===== src/rtl/unison_pkg.sv =====
`default_nettype none
// ============================================================================
// Module   : unison_pkg
// Brief    : Shared defaults, pulse-pair bit indices and delta decode for the
//            unison I/Q accumulator.
// Revision : 1.0  initial release
// ============================================================================
package unison_pkg;

    localparam int ACC_W_DEF   = 16;
    localparam int FRAME_W_DEF = 12;

    localparam int FB_POS = 0;
    localparam int FB_NEG = 1;

    typedef enum logic [0:0] {
        ST_IDLE = 1'b0,
        ST_RUN  = 1'b1
    } acc_state_e;

    // Opposing pulses in the same cycle cancel.
    function automatic logic signed [1:0] pm_delta(input logic [1:0] pair);
        if (pair[FB_POS] && !pair[FB_NEG])
            return 2'sd1;
        else if (pair[FB_NEG] && !pair[FB_POS])
            return -2'sd1;
        else
            return 2'sd0;
    endfunction

endpackage
`default_nettype wire


===== src/rtl/unison_iq_accumulator_if.sv =====
`default_nettype none
// ============================================================================
// Module   : unison_iq_accumulator_if
// Brief    : Frame readout valid/ready bus. frame_sat present only when
//            UNISON_IQ_SAT_EN is defined.
// Revision : 1.0  initial release
// ============================================================================
interface unison_iq_accumulator_if #(
    parameter int ACC_W = 16
);
    logic signed [ACC_W-1:0] frame_I;
    logic signed [ACC_W-1:0] frame_Q;
    logic                    frame_valid;
    logic                    frame_ready;
    logic [7:0]              frame_seq;
`ifdef UNISON_IQ_SAT_EN
    logic                    frame_sat;
`endif

    modport master (
        output frame_I, frame_Q, frame_valid, frame_seq,
`ifdef UNISON_IQ_SAT_EN
        output frame_sat,
`endif
        input  frame_ready
    );

    modport slave (
        input  frame_I, frame_Q, frame_valid, frame_seq,
`ifdef UNISON_IQ_SAT_EN
        input  frame_sat,
`endif
        output frame_ready
    );
endinterface
`default_nettype wire


===== src/rtl/unison_pm_acc.sv =====
`default_nettype none
// ============================================================================
// Module   : unison_pm_acc
// Brief    : One-channel +/- pulse integrator; wraps, or saturates with a
//            per-frame clip flag when UNISON_IQ_SAT_EN is defined.
// Revision : 1.0  initial release
// ============================================================================
module unison_pm_acc
    import unison_pkg::*;
#(
    parameter int ACC_W = ACC_W_DEF
) (
    input  wire logic                    clk,
    input  wire logic                    rst,
    input  wire logic                    i_en,
    input  wire logic                    i_clear,
    input  wire logic [1:0]              i_pair,
`ifdef UNISON_IQ_SAT_EN
    output logic                         o_sat_next,
`endif
    output logic signed [ACC_W-1:0]      o_acc_next
);

`ifdef UNISON_IQ_SAT_EN
    localparam int c_SW = ACC_W + 1;
    localparam logic signed [ACC_W-1:0] c_MAX = {1'b0, {(ACC_W-1){1'b1}}};
    localparam logic signed [ACC_W-1:0] c_MIN = {1'b1, {(ACC_W-1){1'b0}}};
`else
    localparam int c_SW = ACC_W;
`endif

    logic signed [ACC_W-1:0] r_acc;
    logic signed [1:0]       w_d;
    logic signed [c_SW-1:0]  w_sum;

    assign w_d   = pm_delta(i_pair);
    assign w_sum = c_SW'(r_acc) + c_SW'(w_d);

`ifdef UNISON_IQ_SAT_EN
    logic r_sat;
    logic w_ovf;

    // One guard bit: top two bits disagreeing means the step left the range.
    assign w_ovf      = w_sum[ACC_W] ^ w_sum[ACC_W-1];
    assign o_acc_next = w_ovf ? (w_sum[ACC_W] ? c_MIN : c_MAX) : w_sum[ACC_W-1:0];
    assign o_sat_next = r_sat | w_ovf;

    always_ff @(posedge clk) begin
        if (rst)
            r_sat <= 1'b0;
        else if (i_en)
            r_sat <= i_clear ? 1'b0 : o_sat_next;
    end
`else
    assign o_acc_next = w_sum;
`endif

    always_ff @(posedge clk) begin
        if (rst)
            r_acc <= '0;
        else if (i_en)
            r_acc <= i_clear ? '0 : o_acc_next;
    end

endmodule
`default_nettype wire


===== src/rtl/unison_iq_accumulator.sv =====
`default_nettype none
// ============================================================================
// Module   : unison_iq_accumulator
// Brief    : Frames I/Q feedback pulse counts and publishes them on a
//            valid/ready register. Optional macro: UNISON_IQ_SAT_EN.
// Revision : 1.0  initial release
// ============================================================================
module unison_iq_accumulator
    import unison_pkg::*;
#(
    parameter int ACC_W   = ACC_W_DEF,
    parameter int FRAME_W = FRAME_W_DEF
) (
    input  wire logic               clk_master,
    input  wire logic               rst,
    input  wire logic               acc_en,
    input  wire logic [FRAME_W-1:0] frame_len,
    input  wire logic [1:0]         read_out_I,
    input  wire logic [1:0]         read_out_Q,
    output logic                    overrun,
    unison_iq_accumulator_if.master fo
);

    acc_state_e              w_state;
    logic                    w_run;
    logic                    w_last;
    logic                    w_slot_free;
    logic                    w_accept;
    logic signed [ACC_W-1:0] w_next_i;
    logic signed [ACC_W-1:0] w_next_q;

    logic [FRAME_W-1:0]      r_cnt;
    logic [FRAME_W-1:0]      r_cur_len;
    logic signed [ACC_W-1:0] r_frame_i;
    logic signed [ACC_W-1:0] r_frame_q;
    logic                    r_valid;
    logic [7:0]              r_seq;
    logic                    r_overrun;

    // Run/idle is a pure decode of acc_en; frame progress lives in r_cnt.
    assign w_state     = acc_en ? ST_RUN : ST_IDLE;
    assign w_run       = (w_state == ST_RUN);
    assign w_last      = w_run && (r_cnt == r_cur_len);
    assign w_accept    = r_valid && fo.frame_ready;
    assign w_slot_free = !r_valid || fo.frame_ready;

`ifdef UNISON_IQ_SAT_EN
    logic w_sat_i;
    logic w_sat_q;
    logic r_sat;
`endif

    unison_pm_acc #(.ACC_W(ACC_W)) u_acc_i (
        .clk        (clk_master),
        .rst        (rst),
        .i_en       (w_run),
        .i_clear    (w_last),
        .i_pair     (read_out_I),
`ifdef UNISON_IQ_SAT_EN
        .o_sat_next (w_sat_i),
`endif
        .o_acc_next (w_next_i)
    );

    unison_pm_acc #(.ACC_W(ACC_W)) u_acc_q (
        .clk        (clk_master),
        .rst        (rst),
        .i_en       (w_run),
        .i_clear    (w_last),
        .i_pair     (read_out_Q),
`ifdef UNISON_IQ_SAT_EN
        .o_sat_next (w_sat_q),
`endif
        .o_acc_next (w_next_q)
    );

    always_ff @(posedge clk_master) begin
        if (rst) begin
            r_cnt     <= '0;
            r_cur_len <= frame_len;
        end else if (w_run) begin
            if (w_last) begin
                r_cnt     <= '0;
                r_cur_len <= frame_len;
            end else begin
                r_cnt     <= r_cnt + FRAME_W'(1);
            end
        end
    end

    // A closing frame either takes the slot (possibly the same cycle it
    // drains) or is dropped, leaving the held frame untouched.
    always_ff @(posedge clk_master) begin
        if (rst) begin
            r_frame_i <= '0;
            r_frame_q <= '0;
            r_valid   <= 1'b0;
            r_seq     <= '0;
            r_overrun <= 1'b0;
`ifdef UNISON_IQ_SAT_EN
            r_sat     <= 1'b0;
`endif
        end else if (w_last && w_slot_free) begin
            r_frame_i <= w_next_i;
            r_frame_q <= w_next_q;
            r_valid   <= 1'b1;
            r_seq     <= r_seq + 8'd1;
`ifdef UNISON_IQ_SAT_EN
            r_sat     <= w_sat_i | w_sat_q;
`endif
        end else begin
            if (w_accept)
                r_valid <= 1'b0;
            if (w_last)
                r_overrun <= 1'b1;
        end
    end

    assign fo.frame_I     = r_frame_i;
    assign fo.frame_Q     = r_frame_q;
    assign fo.frame_valid = r_valid;
    assign fo.frame_seq   = r_seq;
`ifdef UNISON_IQ_SAT_EN
    assign fo.frame_sat   = r_sat;
`endif
    assign overrun        = r_overrun;

endmodule
`default_nettype wire

===== src/flat_wrapper.sv =====
// flat-port wrapper written by rule: the top's interface ports become plain ports
module unison_iq_accumulator_flat import unison_pkg::*;
#(
    parameter int ACC_W   = ACC_W_DEF,
    parameter int FRAME_W = FRAME_W_DEF
)
  (clk_master, rst, acc_en, frame_len, read_out_I, read_out_Q, overrun, fo_frame_I, fo_frame_Q, fo_frame_valid, fo_frame_seq, fo_frame_ready);
  unison_iq_accumulator_if #(.ACC_W(ACC_W)) fo_i ();
  input  wire logic clk_master;
  input  wire logic rst;
  input  wire logic acc_en;
  input  wire logic [FRAME_W-1:0] frame_len;
  input  wire logic [1:0] read_out_I;
  input  wire logic [1:0] read_out_Q;
  output logic overrun;
  output wire logic [$bits(fo_i.frame_I)-1:0] fo_frame_I;
  output wire logic [$bits(fo_i.frame_Q)-1:0] fo_frame_Q;
  output wire logic [$bits(fo_i.frame_valid)-1:0] fo_frame_valid;
  output wire logic [$bits(fo_i.frame_seq)-1:0] fo_frame_seq;
  input wire logic [$bits(fo_i.frame_ready)-1:0] fo_frame_ready;
  assign fo_frame_I = fo_i.frame_I;
  assign fo_frame_Q = fo_i.frame_Q;
  assign fo_frame_valid = fo_i.frame_valid;
  assign fo_frame_seq = fo_i.frame_seq;
  assign fo_i.frame_ready = fo_frame_ready;
  unison_iq_accumulator #(.ACC_W(ACC_W), .FRAME_W(FRAME_W)) u_core (.clk_master(clk_master), .rst(rst), .acc_en(acc_en), .frame_len(frame_len), .read_out_I(read_out_I), .read_out_Q(read_out_Q), .overrun(overrun), .fo(fo_i));
endmodule

===== config.mk =====
export PLATFORM = sky130hd
export DESIGN_NAME = unison_iq_accumulator_flat
export DESIGN_NICKNAME = d
export VERILOG_FILES = /design/src/rtl/unison_pkg.sv /design/src/rtl/unison_iq_accumulator_if.sv /design/src/rtl/unison_pm_acc.sv /design/src/rtl/unison_iq_accumulator.sv /design/src/flat_wrapper.sv
export SDC_FILE = /design/constraint.sdc
export NUM_CORES = 1
export LEC_CHECK = 0
export CAP_MARGIN = 5
export CORE_MARGIN = 3
export CORE_UTILIZATION = 45
export CTS_CLUSTER_SIZE = 28
export DETAILED_ROUTE_END_ITERATION = 10
export DONT_BUFFER_PORTS = 1
export REMOVE_ABC_BUFFERS = 1
export SYNTH_ARGS = -nofsm -noshare
export SYNTH_HDL_FRONTEND = slang
export SYNTH_SLANG_ARGS = --single-unit

===== constraint.sdc =====
create_clock -name clk_master -period 6.3 [get_ports clk_master]
set_input_delay 0.945 -clock clk_master [delete_from_list [all_inputs] [get_ports clk_master]]
set_output_delay 0.945 -clock clk_master [all_outputs]
set_load 0.005 [all_outputs]

# [Yosys cells after proc, flatten, opt, wreduce, memory -nomap -nowiden]
# Cells that the tools add are included.
[word_totals] latchBits=0 regBits=98 mem_bits_ro=0 mem_bits_rw=0 out_inout_bits=42 memories=0
[op_classes] n_mux=13 addsub=4 mul=0 reduce_logical=18 eq_ne=1 magnitude_cmp=0 shift=0 bitwise=1 div_mod_pow=0
[op_table] operator="$mux W12" n=4
[op_table] operator="$add A16 B2 Y16" n=2
[op_table] operator="$mux W16" n=2
[op_table] operator="$add A12 B1 Y12 const B" n=1
[op_table] operator="$eq A12 B12 Y1" n=1
[op_table] operator="$add A8 B1 Y8 const B" n=1
[op_table] operator="$mux W2" n=4
[op_table] operator="$logic_and A1 B1 Y1" n=7
[op_table] operator="$reduce_bool A2 Y1" n=3
[op_table] operator="$logic_not A1 Y1" n=5
[op_table] operator="$reduce_and A2 Y1" n=2
[op_table] operator="$mux W1" n=3
[op_table] operator="$logic_or A1 B1 Y1" n=1
[op_table] operator="$not A1 Y1" n=1

# [Longest topological paths before layout]
# Gate-level depths: netlist (run 1).
[depth] ltp_word=6 mapped_depth=15 ltp_nobuf=12

# [By module]
# From an unflattened synthesis (run 1), not the netlist that was laid out.
[hier_totals] hier_cells=800 area_unflattened_um2=6412.4
[by_module_without_submodules] mod="unison_pm_acc" cells_each=251 area_each_um2=1829.3 n_inst=2
[by_module_without_submodules] mod="unison_iq_accumulator" cells_each=298 area_each_um2=2753.9 n_inst=1

# [Worst setup path after synthesis (run 1)]
# OpenSTA, ideal clock, no wires.
[synth_path] path_kind="input port to flip-flop" startpoint="input read_out_I[0]" endpoint="register u_core.u_acc_i.r_acc[14]" path_buffers=4 arrival_time_ps=3717 path_slack_ps=2514 path_stages=15 path_cell_list="inv_1 ha_1 buf_2 buf_2 buf_2 buf_2 xor2_1 ha_1 nor4_1 or4_4 a21oi_4 o2111a_1 nor3_2 or3_1 o21ai_1"
[synth_between] elab_chain_len=6 word_cells_on_any_way=7 classes_between="add/sub (1); mux (3); reduce/logical (3)"
[synth_rtl] element="start, declared" line="flat_wrapper.sv:13" text="input wire logic [1:0] read_out_I;"
[synth_rtl] element="$logic_not A1 Y1" line="unison_pkg.sv:25" text="else if (pair[FB_NEG] && !pair[FB_POS])"
[synth_rtl] element="$logic_and A1 B1 Y1" line="unison_pkg.sv:25"
[synth_rtl] element="$mux W2" line="unison_pkg.sv:25"
[synth_rtl] element="$mux W2 (*)" line="unison_pkg.sv:23" text="if (pair[FB_POS] && !pair[FB_NEG])"
[synth_rtl] element="$add A16 B2 Y16 (*)" line="unison_pm_acc.sv:37" text="assign w_sum = c_SW'(r_acc) + c_SW'(w_d);"
[synth_rtl] element="$mux W16 (*)" line="unison_pm_acc.sv:62" text="r_acc <= i_clear ? '0 : o_acc_next;"
[synth_rtl] element="end signal, assigned" line="unison_pm_acc.sv:62"
[synth_rtl] element="end, declared" line="unison_pm_acc.sv:32" text="logic signed [ACC_W-1:0] r_acc;"
# Every way passes the cells marked *; elsewhere a longest branch is shown, timed or not.
# A chain may end at the register's enable or synchronous reset.

# [Final worst setup path (run 1)]
[layout_path] startpoint="input read_out_Q[0]" endpoint="register u_core.r_frame_q[10] (netlist: u_core.fo.frame_Q[10])"
[layout_between] elab_chain_len=5 word_cells_on_any_way=6 classes_between="add/sub (1); mux (2); reduce/logical (3)"
[layout_rtl] element="start, declared" line="flat_wrapper.sv:14" text="input wire logic [1:0] read_out_Q;"
[layout_rtl] element="$logic_not A1 Y1" line="unison_pkg.sv:25"
[layout_rtl] element="$logic_and A1 B1 Y1" line="unison_pkg.sv:25"
[layout_rtl] element="$mux W2" line="unison_pkg.sv:25"
[layout_rtl] element="$mux W2 (*)" line="unison_pkg.sv:23"
[layout_rtl] element="$add A16 B2 Y16 (*)" line="unison_pm_acc.sv:37"
[layout_rtl] element="end signal, assigned" line="unison_iq_accumulator.sv:105" text="r_frame_q <= w_next_q;"
[layout_rtl] element="end, declared" line="unison_iq_accumulator.sv:35" text="logic signed [ACC_W-1:0] r_frame_q;"
# Marked as above.

==> results of run 1 <==
## final cells by class
cell class / count / area [µm²]
fill: 1251 / 6530
multi-input combinational: 543 / 3430
sequential: 98 / 2080
clock buffer: 9 / 225
tap: 172 / 215
clock inverter: 7 / 82.6
inverter: 19 / 71.3
timing repair buffer: 5 / 37.5
## logic make-up (layout without fill, tap and decap cells)
logic type	Yosys count	count (layout)	share of synthesized area
buf+inv	82	40	0.0598
flops	98	98	0.355
xor+xnor	73	73	0.109
simple gates	253	253	0.218
compound gates	203	203	0.230
mux	4	4	0.00705
fa+ha+maj	10	10	0.0214
## through the flow
stage	setup WS (ns)	power [mW]	instance area [µm²]
floorplan	2.57	0.904	5580
global placement	2.74	0.954	5840
detailed placement	2.63	0.960	5840
CTS	2.98	1.55	6150
global route	2.74	1.60	6150
finish	2.97	1.53	6150
## worst max-delay path: stages
cell and delay [ns]:
inv_1 0.05, ha_1 0.15, buf_4 0.35, xor2_1 0.20
ha_1 0.21, a21boi_0 0.20, o22ai_1 0.17, o311ai_1 0.44
a21oi_1 0.11, a31oi_1 0.30, nor4_1 0.08, a311o_1 0.35
## cell usage after synthesis (10+ instances only)
master,n,share of area
edfxtp_1,12,0.062
inv_1,18,0.012
nor2_1,64,0.041
clkbuf_1,35,0.022
a21oi_1,52,0.044
o21ai_0,52,0.044
and2_1,10,0.011
nor3_1,22,0.019
nand2_1,65,0.042
ha_1,10,0.021
buf_2,19,0.016
dfxtp_1,86,0.29
xor2_1,23,0.034
nand3_1,28,0.024
xnor2_1,50,0.075
## cells in the final DEF, fill, tap and decap left out, drive strengths merged, types with 5 or more instances in the layout
cell    netlist  routed
nand2        65      65
and2         10      10
o21ai        56      56
buf          28       5
ha           10      10
dfxtp        86      86
a22o          6       6
inv          19      23
nor2b         5       5
a211oi        8       8
nor4          8       8
o22ai         5       5
and3          6       6
a32o          6       6
a21o          6       6
o21a          6       6
clkbuf       35       9
xnor2        50      50
or3           8       8
edfxtp       12      12
nor3b         5       5
a22oi         7       7
nor2         65      65
a31oi         8       8
a32oi         5       5
xor2         23      23
or4           5       5
a21oi        54      54
nor3         24      24
nand3        28      28
## power by group through the flow
stage	sequential (mW)	combinational, mW	clock (mW)
2_1_floorplan	0.718	0.186	0
3_3_place_gp	0.731	0.222	0
3_5_place_dp	0.734	0.227	0
4_1_cts	0.719	0.229	0.600
5_1_grt	0.727	0.258	0.619
6_report	0.721	0.228	0.581
## state kept, by name, summed over array words and instances, names as in the netlist
signal / flops
u_core.fo.frame_I: 16
u_core.r_cur_len: 12
u_core.u_acc_q.r_acc: 16
u_core.r_cnt: 12
u_core.fo.frame_seq: 8
u_core.fo.frame_Q: 16
u_core.u_acc_i.r_acc: 16
u_core.overrun: 1
u_core.fo.frame_valid: 1
## worst min-delay path by stage
stage                                  startpoint                 endpoint  slack (ns)  cells after the start
after global routing      u_core.u_acc_q.r_acc[0]  u_core.u_acc_q.r_acc[0]        0.49                      2
after global placement    u_core.u_acc_i.r_acc[0]  u_core.u_acc_i.r_acc[0]        0.45                      2
after detailed placement  u_core.u_acc_q.r_acc[0]  u_core.u_acc_q.r_acc[0]        0.46                      2
final                     u_core.u_acc_q.r_acc[0]  u_core.u_acc_q.r_acc[0]        0.47                      2
after floorplan           u_core.u_acc_i.r_acc[0]  u_core.u_acc_i.r_acc[0]        0.44                      2
after CTS                 u_core.u_acc_q.r_acc[0]  u_core.u_acc_q.r_acc[0]        0.47                      2
## per-layer routing
layer,part of all wire,wire length (µm),GRT usage,up-vias
met2,0.49,7200,0.343,92
met3,0.036,534,0.0330,23
li1,-,-,-,2501
met4,0.019,284,0.0766,0
met1,0.46,6790,0.268,2455
met5,0,0,0,-
==> metrics.cfg, run 1 <==
[power_and_ir_drop]
p_sw_frac = 0.293
clock_power_share = 0.380
peakVddDrop_uv = 119
p_int_mw = 1.08
power_per_cell_area_nw_per_um2 = 249
seqPwrFrac = 0.471
leakagePower_nw = 2.19
p_comb_frac = 0.149
p_sw_mw = 0.448

[cells_and_area]
diodes = 0
nNetsFinal = 706
area_growth_pct = 4.91
final_util = 0.485
drive_gt1_frac = 0.0617
final_cells = 853

[placed_design]
dp_hpwl_mm = 9.89
place_inst = 837
port_buffers = 0
place.gp.congestion = 0.914

[worst_setup_path]
cp_max_fo = 37
r2r_slack_ns = 3.45
crit_start = read_out_Q[0]
timing.rr.end = u_core.fo.frame_seq[7]
reg2reg_depth = 8
crit_arrival_ns = 3.57
endpoint_kind = flop
r2r-start = u_core.r_cnt[4]
endpoint = u_core.fo.frame_Q[10]
start_kind = input port
crit_type = input port to flop
crit_required_ns = 6.54

[cts]
postCtsResizedCells = 0
htreeDepth = 3
clk_pin_slew_ns = 0.07
cts_inserted_buffers = 9
cts_root_buffer = clkbuf_16
clock_sinks = 98
clk_path_buf_depth = 2
clk_latency_ns = 0.36
postCtsHoldBufs = 0
post_cts_buffers = 0
cts_tree = yes

[timing]
slew_headroom = 0.264
slew_viol_final = 0
whs_ns = 0.472
finalSetupViolCount = 0
rsz0062_at_grt = false
period_share = 0.528
fin_crit_ns = 3.33
finalSetupTns_ns = 0
tightest_slew_ns = 1.10
fin_worst_skew_ns = 0.00746
hold_violations = 0
timing.fmax_ghz = 0.301

[drt]
dr.pass1.iters = 5
drt_iter0_drc = 312
final_antenna_net_count = 0
viasPerCell = 5.94
wirelength_mm = 14.8
wl_per_cell_um = 17.4
drc = 0
vias = 5071

[yosys]
synth_cell_types = 75
ys_seq_area_frac = 0.355
synth.avg_cell_area_um2 = 8.10
synth-seq-cells = 98
netlist_instances = 723
yosysWarnings = 0
netlist_area_um2 = 5860
async_reset_ff_frac = 0
synth_flop_cell = dfxtp_1
synth-edff-count = 12

[global_routing]
globalRouteTotalUtil = 0.206
grt_max_degree = 54
antenna_found_initial = 1
grt_first_pass_wirelength_mm = 23.8
first_global_vias = 4645
grt.overflow.total = 0

[die]
die_w_um = 120
die_y_um = 120
die-area_um2 = 14400
io_pins = 62
initial_utilization = 0.462
fp-row-count = 41
core-area_um2 = 12700

[min_path]
min-delay-path-class = flop to flop

[job]
cap_violations = 0

[run_status]
outcome = complete, no violations

Note: power is estimated with default switching activity, not from simulation.
==> inputs of run 2 (changes only) <==
==> constraint.sdc (replaced) <==
create_clock -name clk_master -period 3.1 [get_ports clk_master]
set_input_delay 0.465 -clock clk_master [delete_from_list [all_inputs] [get_ports clk_master]]
set_output_delay 0.465 -clock clk_master [all_outputs]
set_load 0.005 [all_outputs]
==> metrics.cfg, run 2 (synthesized netlist as in run 1, its figures left out) <==
[run_status]
outcome = complete, no violations

[placed_design]
place_inst = 847  ; +1.2%
place.gp.congestion = 0.872  ; -4.6%
dp_hpwl_mm = 10.2  ; +3.5%
port_buffers = 0  ; unchanged

[timing]
slew_headroom = 0.376  ; +0.113
hold_violations = 0  ; unchanged
period_share = 0.873
whs_ns = 0.170  ; -0.302 ns
tightest_slew_ns = 0.932  ; -0.170 ns
fin_crit_ns = 2.71
slew_viol_final = 0  ; unchanged
timing.fmax_ghz = 0.370
rsz0062_at_grt = false
finalSetupViolCount = 0  ; unchanged
fin_worst_skew_ns = 0.00817  ; +0.000709 ns

[worst_setup_path]
crit_arrival_ns = 2.95  ; -0.62 ns
cp_top_family = simple AND/OR/NAND/NOR gates
start_kind = flop
endpoint_kind = flop
slowest_delay_ns = 0.72  ; +0.28 ns
crit_top_cell = nand3_1
cp.buffers_inverters = 1  ; -1
crit_type = flop to flop
worstPathCellList = xnor2_1, nand3_1, or4_1, buf_4, nand3_1, nor2_1, mux2_2
cp_max_fo = 12  ; -68%
slowest_stage = or4_1
crit_required_ns = 3.35  ; -3.19 ns

[global_routing]
antenna_found_initial = 0  ; -1
grt.overflow.total = 0  ; unchanged
first_global_vias = 4725  ; +1.7%
grt_first_pass_wirelength_mm = 24.6  ; +3.1%
globalRouteTotalUtil = 0.212  ; +0.00576
grt_max_degree = 54  ; unchanged

[cts]
clock_sinks = 98  ; unchanged
clk_path_buf_depth = 2  ; unchanged
htreeDepth = 3  ; unchanged
clk_latency_ns = 0.35  ; about the same
cts_tree = yes
clk_pin_slew_ns = 0.07  ; about the same
cts_root_buffer = clkbuf_16
postCtsResizedCells = 0  ; unchanged
postCtsHoldBufs = 0  ; unchanged
cts_inserted_buffers = 9  ; unchanged
post_cts_buffers = 0  ; unchanged

[power_and_ir_drop]
power_per_cell_area_nw_per_um2 = 493  ; +98%
p_sw_frac = 0.287  ; -0.00561
p_sw_mw = 0.884  ; +97%
p_comb_frac = 0.156  ; +0.007
seqPwrFrac = 0.476  ; +0.005
clock_power_share = 0.368  ; -0.012
leakagePower_nw = 2.24  ; +2.3%
p_int_mw = 2.19  ; +100%
peakVddDrop_uv = 277  ; +130%

[drt]
drt_iter0_drc = 472  ; +51%
vias = 5092  ; +0.41%
dr.pass1.iters = 5  ; unchanged
wl_per_cell_um = 17.5  ; +0.52%
final_antenna_net_count = 0  ; unchanged
drc = 0  ; unchanged
viasPerCell = 5.90  ; -0.75%
wirelength_mm = 15.1  ; +1.7%

[die]
initial_utilization = 0.462  ; unchanged
die_w_um = 120  ; unchanged
die-area_um2 = 14400  ; unchanged
io_pins = 62  ; unchanged
fp-row-count = 41  ; unchanged
core-area_um2 = 12700  ; unchanged
die_y_um = 120  ; unchanged

[cells_and_area]
layout_commonest_cell = dfxtp_1
nNetsFinal = 716  ; +1.4%
final_cells = 863  ; +1.2%
drive_gt1_frac = 0.0724  ; +0.0107
area_growth_pct = 6.60
diodes = 0  ; unchanged
layout_common_cells = dfxtp_1, nand2_1, nor2_1
fillerInstances = 1222  ; -2.3%

[min_path]
min-delay-path-class = input port to flop

[job]
cap_violations = 0  ; unchanged

[run 2: cell type report]
cell class                      count  area [µm²]  share of cell area
Clock buffer                       10         229              0.0367
Clock inverter                      6        65.1              0.0104
Inverter                           19        71.3              0.0114
Multi-Input combinational cell    543        3430               0.550
Sequential cell                    98        2080               0.333
Tap cell                          172         215              0.0345
Timing Repair Buffer               15         150              0.0240
[run 2: per-stage QoR]
step	power, mW	TNS [ns]	util	area (µm²)	worst slack [ns]
floorplan	1.84	-0.929	-	5580	-0.152
global placement	1.96	0	0.470	5950	0.256
detailed placement	1.97	0	0.470	5950	0.166
CTS	3.11	0	0.493	6240	0.391
global route	3.24	0	0.493	6240	0.259
finish	3.08	0	0.493	6240	0.394
[run 2: path summary, 6_finish.rpt]
path / slack (ns) / startpoint / cells past startpoint / endpoint
setup / recovery: 0.39 / u_core.r_cur_len[1] / 7 / u_core.u_acc_q.r_acc[10]
hold / removal: 0.17 / rst / 1 / u_core.fo.frame_I[8]
setup reg to reg: 0.39 / u_core.r_cur_len[1] / 7 / u_core.u_acc_q.r_acc[10]
hold reg to reg: 0.47 / u_core.fo.frame_Q[5] / 2 / u_core.fo.frame_Q[5]
[run 2: layer usage]
| layer | routed length, µm | GRT usage |
|---|---|---|
| met3 | 501 | 0.0377 |
| met4 | 267 | 0.0687 |
| met1 | 7140 | 0.287 |
| met2 | 7160 | 0.342 |
| met5 | 0 | 0 |
[run 2: worst register-to-register path, delay by kind of cell, from the launching register on]
family	cells	cell delay, ns
mux	1	0.29
xor+xnor	1	0.22
flops	1	0.38
buf+inv	1	0.25
simple gates	4	1.46
[run 2: power by group through the flow]
| stage | combinational, mW | sequential, mW | clock (mW) |
|---|---|---|---|
| final | 0.480 | 1.47 | 1.13 |
| after global routing | 0.543 | 1.48 | 1.22 |
| after CTS | 0.479 | 1.46 | 1.17 |
| after detailed placement | 0.476 | 1.49 | 0 |
| after global placement | 0.469 | 1.49 | 0 |
| after floorplan | 0.378 | 1.46 | 0 |
